[config.mk]
export PLATFORM = sky130hd
export DESIGN_NAME = mem_arbiter_flat
export DESIGN_NICKNAME = d
export VERILOG_FILES = /design/src/rtl/mem_arbiter_if.sv /design/src/rtl/mem_arbiter.sv /design/src/flat_wrapper.sv
export SDC_FILE = /design/constraint.sdc
export NUM_CORES = 1
export LEC_CHECK = 0
export BUFFER_PORTS_ARGS = -buffer_cell sky130_fd_sc_hd__buf_2
export CAP_MARGIN = 20
export CORE_ASPECT_RATIO = 1.2
export CORE_UTILIZATION = 51
export CTS_BUF_LIST = sky130_fd_sc_hd__clkbuf_4
export DETAILED_ROUTE_END_ITERATION = 12
export PLACE_DENSITY = 0.86
export RECOVER_POWER = 100
export SLEW_MARGIN = 15
export SYNTH_ARGS = -nofsm -noshare
export SYNTH_HDL_FRONTEND = slang
export SYNTH_SLANG_ARGS = --single-unit
[constraint.sdc]
create_clock -name clk -period 2.3 [get_ports clk]
set_input_delay 0.575 -clock clk [delete_from_list [all_inputs] [get_ports clk]]
set_output_delay 0.575 -clock clk [all_outputs]
set_load 0.03 [all_outputs]
[src/rtl/mem_arbiter_if.sv]
// Request/response bundle shared by the fetch port, the data port and the memory side
// of mem_arbiter.
interface mem_arbiter_if;
  logic        if_req;
  logic [31:0] if_addr;
  logic        if_ack;
  logic [31:0] if_rdata;
  logic        d_req;
  logic [3:0]  d_code;
  logic [31:0] d_addr;
  logic [31:0] d_wdata;
  logic        d_ack;
  logic [31:0] d_rdata;
  logic        d_err;
  logic        m_en;
  logic        m_we;
  logic [3:0]  m_be;
  logic [31:0] m_addr;
  logic [31:0] m_wdata;
  logic [31:0] m_rdata;
  logic        m_ready;

  modport master (
    output if_req, if_addr, d_req, d_code, d_addr, d_wdata, m_rdata, m_ready,
    input  if_ack, if_rdata, d_ack, d_rdata, d_err, m_en, m_we, m_be, m_addr, m_wdata
  );

  modport slave (
    input  if_req, if_addr, d_req, d_code, d_addr, d_wdata, m_rdata, m_ready,
    output if_ack, if_rdata, d_ack, d_rdata, d_err, m_en, m_we, m_be, m_addr, m_wdata
  );
endinterface

[src/rtl/mem_arbiter.sv]
// Two-port (instruction fetch / data) arbiter onto a single word-wide memory, with
// data priority bounded by a starvation counter and sub-word load/store handling.
module mem_arbiter #(
  parameter int unsigned STARVE_LIMIT = 4
) (
  input logic          clk,
  input logic          reset,
  mem_arbiter_if.slave bus
);
  localparam logic [2:0] IDLE   = 3'd0;
  localparam logic [2:0] IF_ACC = 3'd1;
  localparam logic [2:0] D_ACC  = 3'd2;
  localparam logic [2:0] DONE   = 3'd3;
  localparam logic [2:0] ERR    = 3'd4;

  localparam logic [3:0] OP_LW  = 4'd0;
  localparam logic [3:0] OP_SW  = 4'd1;
  localparam logic [3:0] OP_LH  = 4'd2;
  localparam logic [3:0] OP_LB  = 4'd3;
  localparam logic [3:0] OP_LHU = 4'd4;
  localparam logic [3:0] OP_LBU = 4'd5;
  localparam logic [3:0] OP_SH  = 4'd6;
  localparam logic [3:0] OP_SB  = 4'd7;

  localparam logic [3:0]  LIMIT_C   = 4'(STARVE_LIMIT);
  localparam logic [31:0] ADDR_MASK = 32'hFFFF_FFFC;

  function automatic logic misaligned(input logic [3:0] code, input logic [1:0] lo);
    logic bad;
    case (code)
      OP_LW, OP_SW:        bad = (lo != 2'b00);
      OP_LH, OP_LHU, OP_SH: bad = lo[0];
      default:             bad = 1'b0;
    endcase
    return bad;
  endfunction

  function automatic logic is_store(input logic [3:0] code);
    return (code == OP_SW) || (code == OP_SH) || (code == OP_SB);
  endfunction

  function automatic logic [3:0] access_be(input logic [3:0] code, input logic [1:0] lo);
    logic [3:0] be;
    case (code)
      OP_SH:   be = lo[1] ? 4'b1100 : 4'b0011;
      OP_SB:   be = 4'b0001 << lo;
      default: be = 4'b1111;
    endcase
    return be;
  endfunction

  function automatic logic [31:0] store_data(input logic [3:0] code, input logic [31:0] wd);
    logic [31:0] d;
    case (code)
      OP_SH:   d = {wd[15:0], wd[15:0]};
      OP_SB:   d = {4{wd[7:0]}};
      default: d = wd;
    endcase
    return d;
  endfunction

  function automatic logic [31:0] load_extract(input logic [3:0] code, input logic [1:0] lo,
                                               input logic [31:0] word);
    logic [15:0] half;
    logic [7:0]  byt;
    logic [31:0] r;
    half = lo[1] ? word[31:16] : word[15:0];
    byt  = word[{lo, 3'b000} +: 8];
    case (code)
      OP_LH:   r = {{16{half[15]}}, half};
      OP_LHU:  r = {16'h0000, half};
      OP_LB:   r = {{24{byt[7]}}, byt};
      OP_LBU:  r = {24'h00_0000, byt};
      default: r = word;
    endcase
    return r;
  endfunction

  logic [2:0] state_r;
  logic [3:0] starve_r;
  logic [3:0] code_r;
  logic [1:0] lo_r;
  logic       d_valid_s;
  logic       d_bad_s;
  logic       grant_if_s;
  logic       grant_d_s;

  // Request qualification and IF/data arbitration, evaluated for use in IDLE.
  always_comb begin
    d_valid_s  = bus.d_req && !bus.d_code[3];
    d_bad_s    = misaligned(bus.d_code, bus.d_addr[1:0]);
    grant_if_s = 1'b0;
    grant_d_s  = 1'b0;
    if (bus.if_req && d_valid_s) begin
      if (starve_r == LIMIT_C) begin
        grant_if_s = 1'b1;
      end else begin
        grant_d_s = 1'b1;
      end
    end else if (bus.if_req) begin
      grant_if_s = 1'b1;
    end else if (d_valid_s) begin
      grant_d_s = 1'b1;
    end else begin
      grant_if_s = 1'b0;
      grant_d_s  = 1'b0;
    end
  end

  // Access FSM with registered memory strobes and registered ack/result outputs.
  always_ff @(posedge clk or negedge reset) begin
    if (!reset) begin
      state_r      <= IDLE;
      starve_r     <= 4'd0;
      code_r       <= 4'd0;
      lo_r         <= 2'b00;
      bus.if_ack   <= 1'b0;
      bus.if_rdata <= 32'h0000_0000;
      bus.d_ack    <= 1'b0;
      bus.d_rdata  <= 32'h0000_0000;
      bus.d_err    <= 1'b0;
      bus.m_en     <= 1'b0;
      bus.m_we     <= 1'b0;
      bus.m_be     <= 4'b0000;
      bus.m_addr   <= 32'h0000_0000;
      bus.m_wdata  <= 32'h0000_0000;
    end else begin
      case (state_r)
        IDLE: begin
          if (grant_if_s) begin
            state_r    <= IF_ACC;
            starve_r   <= 4'd0;
            bus.m_en   <= 1'b1;
            bus.m_we   <= 1'b0;
            bus.m_be   <= 4'b1111;
            bus.m_addr <= bus.if_addr & ADDR_MASK;
          end else if (grant_d_s && d_bad_s) begin
            // Rejected without touching memory or the starvation count.
            state_r     <= ERR;
            bus.d_ack   <= 1'b1;
            bus.d_err   <= 1'b1;
            bus.d_rdata <= 32'h0000_0000;
          end else if (grant_d_s) begin
            state_r <= D_ACC;
            if (bus.if_req && (starve_r != LIMIT_C)) begin
              starve_r <= starve_r + 4'd1;
            end
            code_r      <= bus.d_code;
            lo_r        <= bus.d_addr[1:0];
            bus.m_en    <= 1'b1;
            bus.m_we    <= is_store(bus.d_code);
            bus.m_be    <= access_be(bus.d_code, bus.d_addr[1:0]);
            bus.m_addr  <= bus.d_addr & ADDR_MASK;
            bus.m_wdata <= store_data(bus.d_code, bus.d_wdata);
          end else begin
            state_r <= IDLE;
          end
        end
        IF_ACC: begin
          if (bus.m_ready) begin
            state_r      <= DONE;
            bus.m_en     <= 1'b0;
            bus.m_we     <= 1'b0;
            bus.m_be     <= 4'b0000;
            bus.if_ack   <= 1'b1;
            bus.if_rdata <= bus.m_rdata;
          end else begin
            state_r <= IF_ACC;
          end
        end
        D_ACC: begin
          if (bus.m_ready) begin
            state_r     <= DONE;
            bus.m_en    <= 1'b0;
            bus.m_we    <= 1'b0;
            bus.m_be    <= 4'b0000;
            bus.d_ack   <= 1'b1;
            bus.d_err   <= 1'b0;
            bus.d_rdata <= is_store(code_r) ? 32'h0000_0000
                                            : load_extract(code_r, lo_r, bus.m_rdata);
          end else begin
            state_r <= D_ACC;
          end
        end
        DONE, ERR: begin
          state_r    <= IDLE;
          bus.if_ack <= 1'b0;
          bus.d_ack  <= 1'b0;
          bus.d_err  <= 1'b0;
        end
        default: begin
          state_r    <= IDLE;
          bus.if_ack <= 1'b0;
          bus.d_ack  <= 1'b0;
          bus.d_err  <= 1'b0;
          bus.m_en   <= 1'b0;
          bus.m_we   <= 1'b0;
          bus.m_be   <= 4'b0000;
        end
      endcase
    end
  end
endmodule

[src/flat_wrapper.sv]
// flat-port wrapper written by rule: the top's interface ports become plain ports
module mem_arbiter_flat 
#(
  parameter int unsigned STARVE_LIMIT = 4
)
  (clk, reset, bus_if_req, bus_if_addr, bus_d_req, bus_d_code, bus_d_addr, bus_d_wdata, bus_m_rdata, bus_m_ready, bus_if_ack, bus_if_rdata, bus_d_ack, bus_d_rdata, bus_d_err, bus_m_en, bus_m_we, bus_m_be, bus_m_addr, bus_m_wdata);
  mem_arbiter_if bus_i ();
  input logic clk;
  input logic reset;
  input wire logic [$bits(bus_i.if_req)-1:0] bus_if_req;
  input wire logic [$bits(bus_i.if_addr)-1:0] bus_if_addr;
  input wire logic [$bits(bus_i.d_req)-1:0] bus_d_req;
  input wire logic [$bits(bus_i.d_code)-1:0] bus_d_code;
  input wire logic [$bits(bus_i.d_addr)-1:0] bus_d_addr;
  input wire logic [$bits(bus_i.d_wdata)-1:0] bus_d_wdata;
  input wire logic [$bits(bus_i.m_rdata)-1:0] bus_m_rdata;
  input wire logic [$bits(bus_i.m_ready)-1:0] bus_m_ready;
  output wire logic [$bits(bus_i.if_ack)-1:0] bus_if_ack;
  output wire logic [$bits(bus_i.if_rdata)-1:0] bus_if_rdata;
  output wire logic [$bits(bus_i.d_ack)-1:0] bus_d_ack;
  output wire logic [$bits(bus_i.d_rdata)-1:0] bus_d_rdata;
  output wire logic [$bits(bus_i.d_err)-1:0] bus_d_err;
  output wire logic [$bits(bus_i.m_en)-1:0] bus_m_en;
  output wire logic [$bits(bus_i.m_we)-1:0] bus_m_we;
  output wire logic [$bits(bus_i.m_be)-1:0] bus_m_be;
  output wire logic [$bits(bus_i.m_addr)-1:0] bus_m_addr;
  output wire logic [$bits(bus_i.m_wdata)-1:0] bus_m_wdata;
  assign bus_i.if_req = bus_if_req;
  assign bus_i.if_addr = bus_if_addr;
  assign bus_i.d_req = bus_d_req;
  assign bus_i.d_code = bus_d_code;
  assign bus_i.d_addr = bus_d_addr;
  assign bus_i.d_wdata = bus_d_wdata;
  assign bus_i.m_rdata = bus_m_rdata;
  assign bus_i.m_ready = bus_m_ready;
  assign bus_if_ack = bus_i.if_ack;
  assign bus_if_rdata = bus_i.if_rdata;
  assign bus_d_ack = bus_i.d_ack;
  assign bus_d_rdata = bus_i.d_rdata;
  assign bus_d_err = bus_i.d_err;
  assign bus_m_en = bus_i.m_en;
  assign bus_m_we = bus_i.m_we;
  assign bus_m_be = bus_i.m_be;
  assign bus_m_addr = bus_i.m_addr;
  assign bus_m_wdata = bus_i.m_wdata;
  mem_arbiter #(.STARVE_LIMIT(STARVE_LIMIT)) u_core (.clk(clk), .reset(reset), .bus(bus_i));
endmodule
# After elaboration in Yosys (flattened, before gate mapping)
# Index checks and enable logic that the tools add are counted.
# word_totals
ff_bits	150
inputBits	137
out_inout_bits	137
word_cells	127
# classes
n_addsub	1
eq_ne	26
n_shift	2
muxes	51
n_bitwise	5
reduce_logical	28
# ops
cell	n
$mux 32	7
$pmux 32 s2	2
$pmux 32 s4	1
$mux 4	9
$eq 4x3->1 const B	8
$shiftx 32x6->8	1
$reduce_and 4->1	5
$mux 1	18
$mux 16	1
$eq 4x2->1 const B	3
$pmux 1 s3	4
$pmux 4 s3	1
$pmux 3 s3	1
$eq 4x1->1 const B	2
$pmux 4 s2	1
$reduce_bool 2->1	4
$reduce_or 2->1	4
$eq 3x2->1 const B	2
$mux 3	2
$ne 2x1->1 const B	3
$ne 2x2->1 const B	3
$not 1->1	5
$add 4x1->4 const B	1
$logic_and 1x1->1	4
other kinds (15)	21

# Logic depth before layout (Yosys ltp)
# logic_depth
depth_word	9
ltp_mapped	10

# Worst setup path after synthesis
# Ideal clock, no wire load.
# synth_timing
kind	input -> register
from	input port bus_d_code[0]
to	register u_core.bus.m_wdata[3]
setup_time_ps	125
arrival_ps	1886
required_time_ps	2175
setup_slack_ps	289
path_stages	5
cell_sequence	clkbuf_1 > o32a_1 > o211ai_2 > buf_4 > mux2_2
# synth_via
elab_chain_len	6
word_cells_on_any_way	11
classes_between	eq/ne (4); mux (1); bitwise (1); reduce/logical (5)
# synth_rtl
element	line_no	text
start: declaration	flat_wrapper.sv:13	input wire logic [$bits(bus_i.d_code)-1:0] bus_d_code;
$eq 4x2->1, or another cell as far along	mem_arbiter.sv:30	case (code)
$reduce_or 3->1 / $reduce_or 2->1 (equally long branches)	mem_arbiter.sv:30	
$pmux 1 s2 (*)	mem_arbiter.sv:30	
$logic_and 1x1->1 (*)	mem_arbiter.sv:137	end else if (grant_d_s && d_bad_s) begin
$not 1->1 (no line) (*)	--	
$reduce_and 4->1 (no line) (*)	--	
end signal: assignment	mem_arbiter.sv:154	bus.m_wdata <= store_data(bus.d_code, bus.d_wdata);
end: declaration	mem_arbiter_if.sv:30	output if_ack, if_rdata, d_ack, d_rdata, d_err, m_en, m_we, m_be, m_addr, m_wdata
# Every way passes the cells marked *; elsewhere a longest branch is shown, timed or not.
# A chain may end at the register's enable or synchronous reset.

# Worst setup path after layout
# layout_timing
from	register u_core.starve_r[0]
to	register u_core.bus.m_wdata[22]
# layout_via
elab_chain_len	6
word_cells_on_any_way	9
classes_between	eq/ne (1); mux (4); bitwise (2); reduce/logical (2)
# layout_rtl
element	line_no	text
start: declaration	mem_arbiter.sv:80	logic [3:0] starve_r;
start signal: assignment	mem_arbiter.sv:146	starve_r <= starve_r + 4'd1;
$eq 4x3->1 (*)	mem_arbiter.sv:95	if (starve_r == LIMIT_C) begin
$mux 1	mem_arbiter.sv:95	
$mux 1	mem_arbiter.sv:94	if (bus.if_req && d_valid_s) begin
$logic_and 1x1->1	mem_arbiter.sv:137	
$not 1->1 (no line)	--	
$reduce_and 4->1 (no line) (*)	--	
# Marks and branches as above.

==> metrics <==
outcome finished clean; Warnings, synthesis 0; overall power of the completed layout 13100 uW; number of storage elements in the synthesis netlist 148; initial drt markers 289; proportion of netlist area held by the largest area contributor 0.529; initial standard-cell utilization of the core 0.526; Setup TNS Final 0 ns; mean instance size in the synthesized netlist 9.78 um2; vertical extent of the die 130 um; final RePlAce weighted congestion 0.902; Pre-Repair DR Iteration Count 4; Bufs and invs on worst path 3; # setup viols final 0; cell total after placement 1128; clock latency of the later-clocked register in the worst-skew pair 0.54 ns; Most used DFF post-synth dfrtp_1; reported leakage power 0.00405 uW; transition time of the tightest slew-check pin 1.06 ns; type of the worst min-delay path input pin to register; Data required, critical path 2.74 ns; classification of the worst setup path register to register; Netlist cell types 50; initial antenna violation count 2; Post-layout nets 1119; Worst Path Max Fanout 46; CTS buffer count 17; buffer count from post-CTS setup fixing 0; Post-CTS Hold Fix Bufs 1; vias per cell 5.49; routed vias 6382; Max Buffers Root-to-Sink 2; pwr/cell area 1510 mW/mm2; critical path arrival 2.57 ns; Port-buffer cells 269; via count of the first global-routing pass 5942; routed wire length 19900 um; clock tree from TritonCTS done; worst-path cell with the longest stage delay dfrtp_1; CP peak stage delay 0.45 ns; number of H-tree levels 4; DRC violation count after routing 0; kind of cell with the highest combined delay on the critical path compound AO/OA/AOI/OAI gates; most numerous cell in the Yosys netlist dfrtp_1; number of slew-limit violations in the final report 0; final hold violation count 0; fraction of synthesis flops using an asynchronous set or reset pin 1.00; first-pass GRT wire length 30500 um; DP Wirelength 14800 um; CTS clk-pin slew, worst paths 0.14 ns; top cells by area, synth dfrtp_1 (53%), mux2_2 (8.4%), nand2_1 (7.9%); fraction of final layout cells with drive strength greater than 1 0.257; routed wirelength normalized by instance count 17.1 um; area of the core region 0.0133 mm2; post-synthesis instance area 0.00700 mm2; max-cap violation count 0; Post-synth EDFFs 0; cell type contributing the most total cell area after synthesis dfrtp_1; peak supply drop 857 uV; worst rel slew slack 0.294; sort of element at the end of the critical path register; row cnt 46; final critical-path required period 2.12 ns; fin crit share 0.924; all-layer global routing usage 0.283; fmax 0.471 GHz; post-layout instance count excluding filler cells 1163; number of I/O pins 274; chain of cells forming the critical path inv_1 > ha_1 > and3b_1 > a21oi_2 > o211ai_1 > buf_12 > clkbuf_2 > nand2_1 > o21ai_0; pin count of the biggest net entering global routing 72; setup repair after global routing missed its margin no; die area 0.0142 mm2; post-synthesis to final-layout area growth 24.4%; total grt overflow 0; portion of the post-synthesis area used by sequential elements 0.529; CTS sink cnt 148; Antenna Nets Post-Route 0; critical path launch point type register; cell count after synthesis 716; buffer cell driving the clock tree root clkbuf_4; most used standard cells in the synthesized netlist dfrtp_1 (148), nand2_1 (147), nor2_1 (67), mux2_2 (52), o21ai_0 (49); clock skew after layout 0.0179 ns; Die Span X 109 um; count of cells resized by post-cts repair 0
-- cell families (layout without fill, tap and decap cells) --
logic type / Yosys count / after routing / share of synthesized area
AND/OR/NAND/NOR: 241 / 241 / 0.141
buffers and inverters: 58 / 334 / 0.0361
other: 1 / 4 / 0.000536
multiplexers: 77 / 77 / 0.119
adder cells (fa/ha/maj): 2 / 2 / 0.00357
AO/OA/AOI/OAI: 188 / 188 / 0.169
XOR/XNOR: 1 / 1 / 0.00125
flip-flops: 148 / 148 / 0.529
-- cells in the final DEF (no fill, tap or decap), drive strengths merged, types with 4 or more instances in the layout --
master    netlist  routed
nand2b          4       4
o21ai          55      55
clkbuf         26     160
a31oi          32      32
mux2           52      52
a21oi          42      42
inv             8       8
nor2           67      67
a32o            8       8
clkinvlp        0       4
bufinv          0       4
nand2         147     147
buf            24     151
mux2i          25      25
a31o            7       7
clkinv          0       6
o31ai          17      17
nor3            5       5
dfrtp         148     148
o22ai           8       8
-- registers in the layout, indices dropped and copies added, names as in the netlist, 2 cells and up --
name                 count
u_core.starve_r          4
u_core.state_r           3
u_core.bus.m_addr       30
u_core.lo_r              2
u_core.code_r            4
u_core.bus.d_rdata      32
u_core.bus.m_wdata      32
u_core.bus.if_rdata     32
u_core.bus.m_be          4
-- final timing paths --
path                                             start  slack, ns  cells past startpoint                      to
worst max-delay path                u_core.starve_r[0]       0.18                      9  u_core.bus.m_wdata[22]
worst min-delay path                   bus_if_addr[13]       0.27                      3   u_core.bus.m_addr[13]
worst max register to register      u_core.starve_r[0]       0.18                      9  u_core.bus.m_wdata[22]
worst min register to register  u_core.bus.d_rdata[18]       0.49                      2  u_core.bus.d_rdata[18]
max in group asynchronous                        reset       0.33                      3  u_core.bus.m_wdata[21]
min in group asynchronous                        reset       0.76                      2  u_core.bus.if_rdata[2]
-- area by class of cell --
class / count / area, um2
diodes: 2 / 5.00
clock buffers: 18 / 135
clock inverters: 14 / 186
fillers: 1177 / 4590
inverters: 8 / 30.0
multi-input cells: 511 / 3040
flip-flops and latches: 148 / 3700
well taps: 168 / 210
repair buffers: 294 / 1400
-- worst register-to-register path: stages, from the launching register on --
cell,delay [ns]
dfrtp_1,0.45
inv_1,0.07
ha_1,0.19
and3b_1,0.25
a21oi_2,0.27
o211ai_1,0.20
buf_12,0.23
clkbuf_2,0.20
nand2_1,0.10
o21ai_0,0.08
-- per-stage QoR --
stage | area, um2 | utilization | setup slack, ns | hold slack, ns
finish | 8710 | 0.655 | 0.176 | 0.266
global route | 8710 | 0.655 | 0.0375 | 0.226
CTS | 8960 | 0.674 | 0.170 | 0.226
detailed placement | 8630 | 0.649 | 0.0768 | 0.461
global placement | 8630 | 0.649 | 0.158 | 0.457
floorplan | 7000 | - | 0.289 | 0.279
-- per-layer routing --
layer,global-route usage,wire length (um),vias to the layer above
met3,0.0779,1760,34
met1,0.326,7670,3013
met2,0.484,9860,297
li1,-,-,3038
met5,0,0,-
met4,0.134,642,0
-- power breakdown --
group / internal (uW) / leakage [uW] / switching, uW
clock network: 867 / 0.000161 / 978
logic: 1940 / 0.00208 / 4700
registers: 3840 / 0.00181 / 786
total: 6650 / 0.00405 / 6460
(Power assumes the default switching activity.)
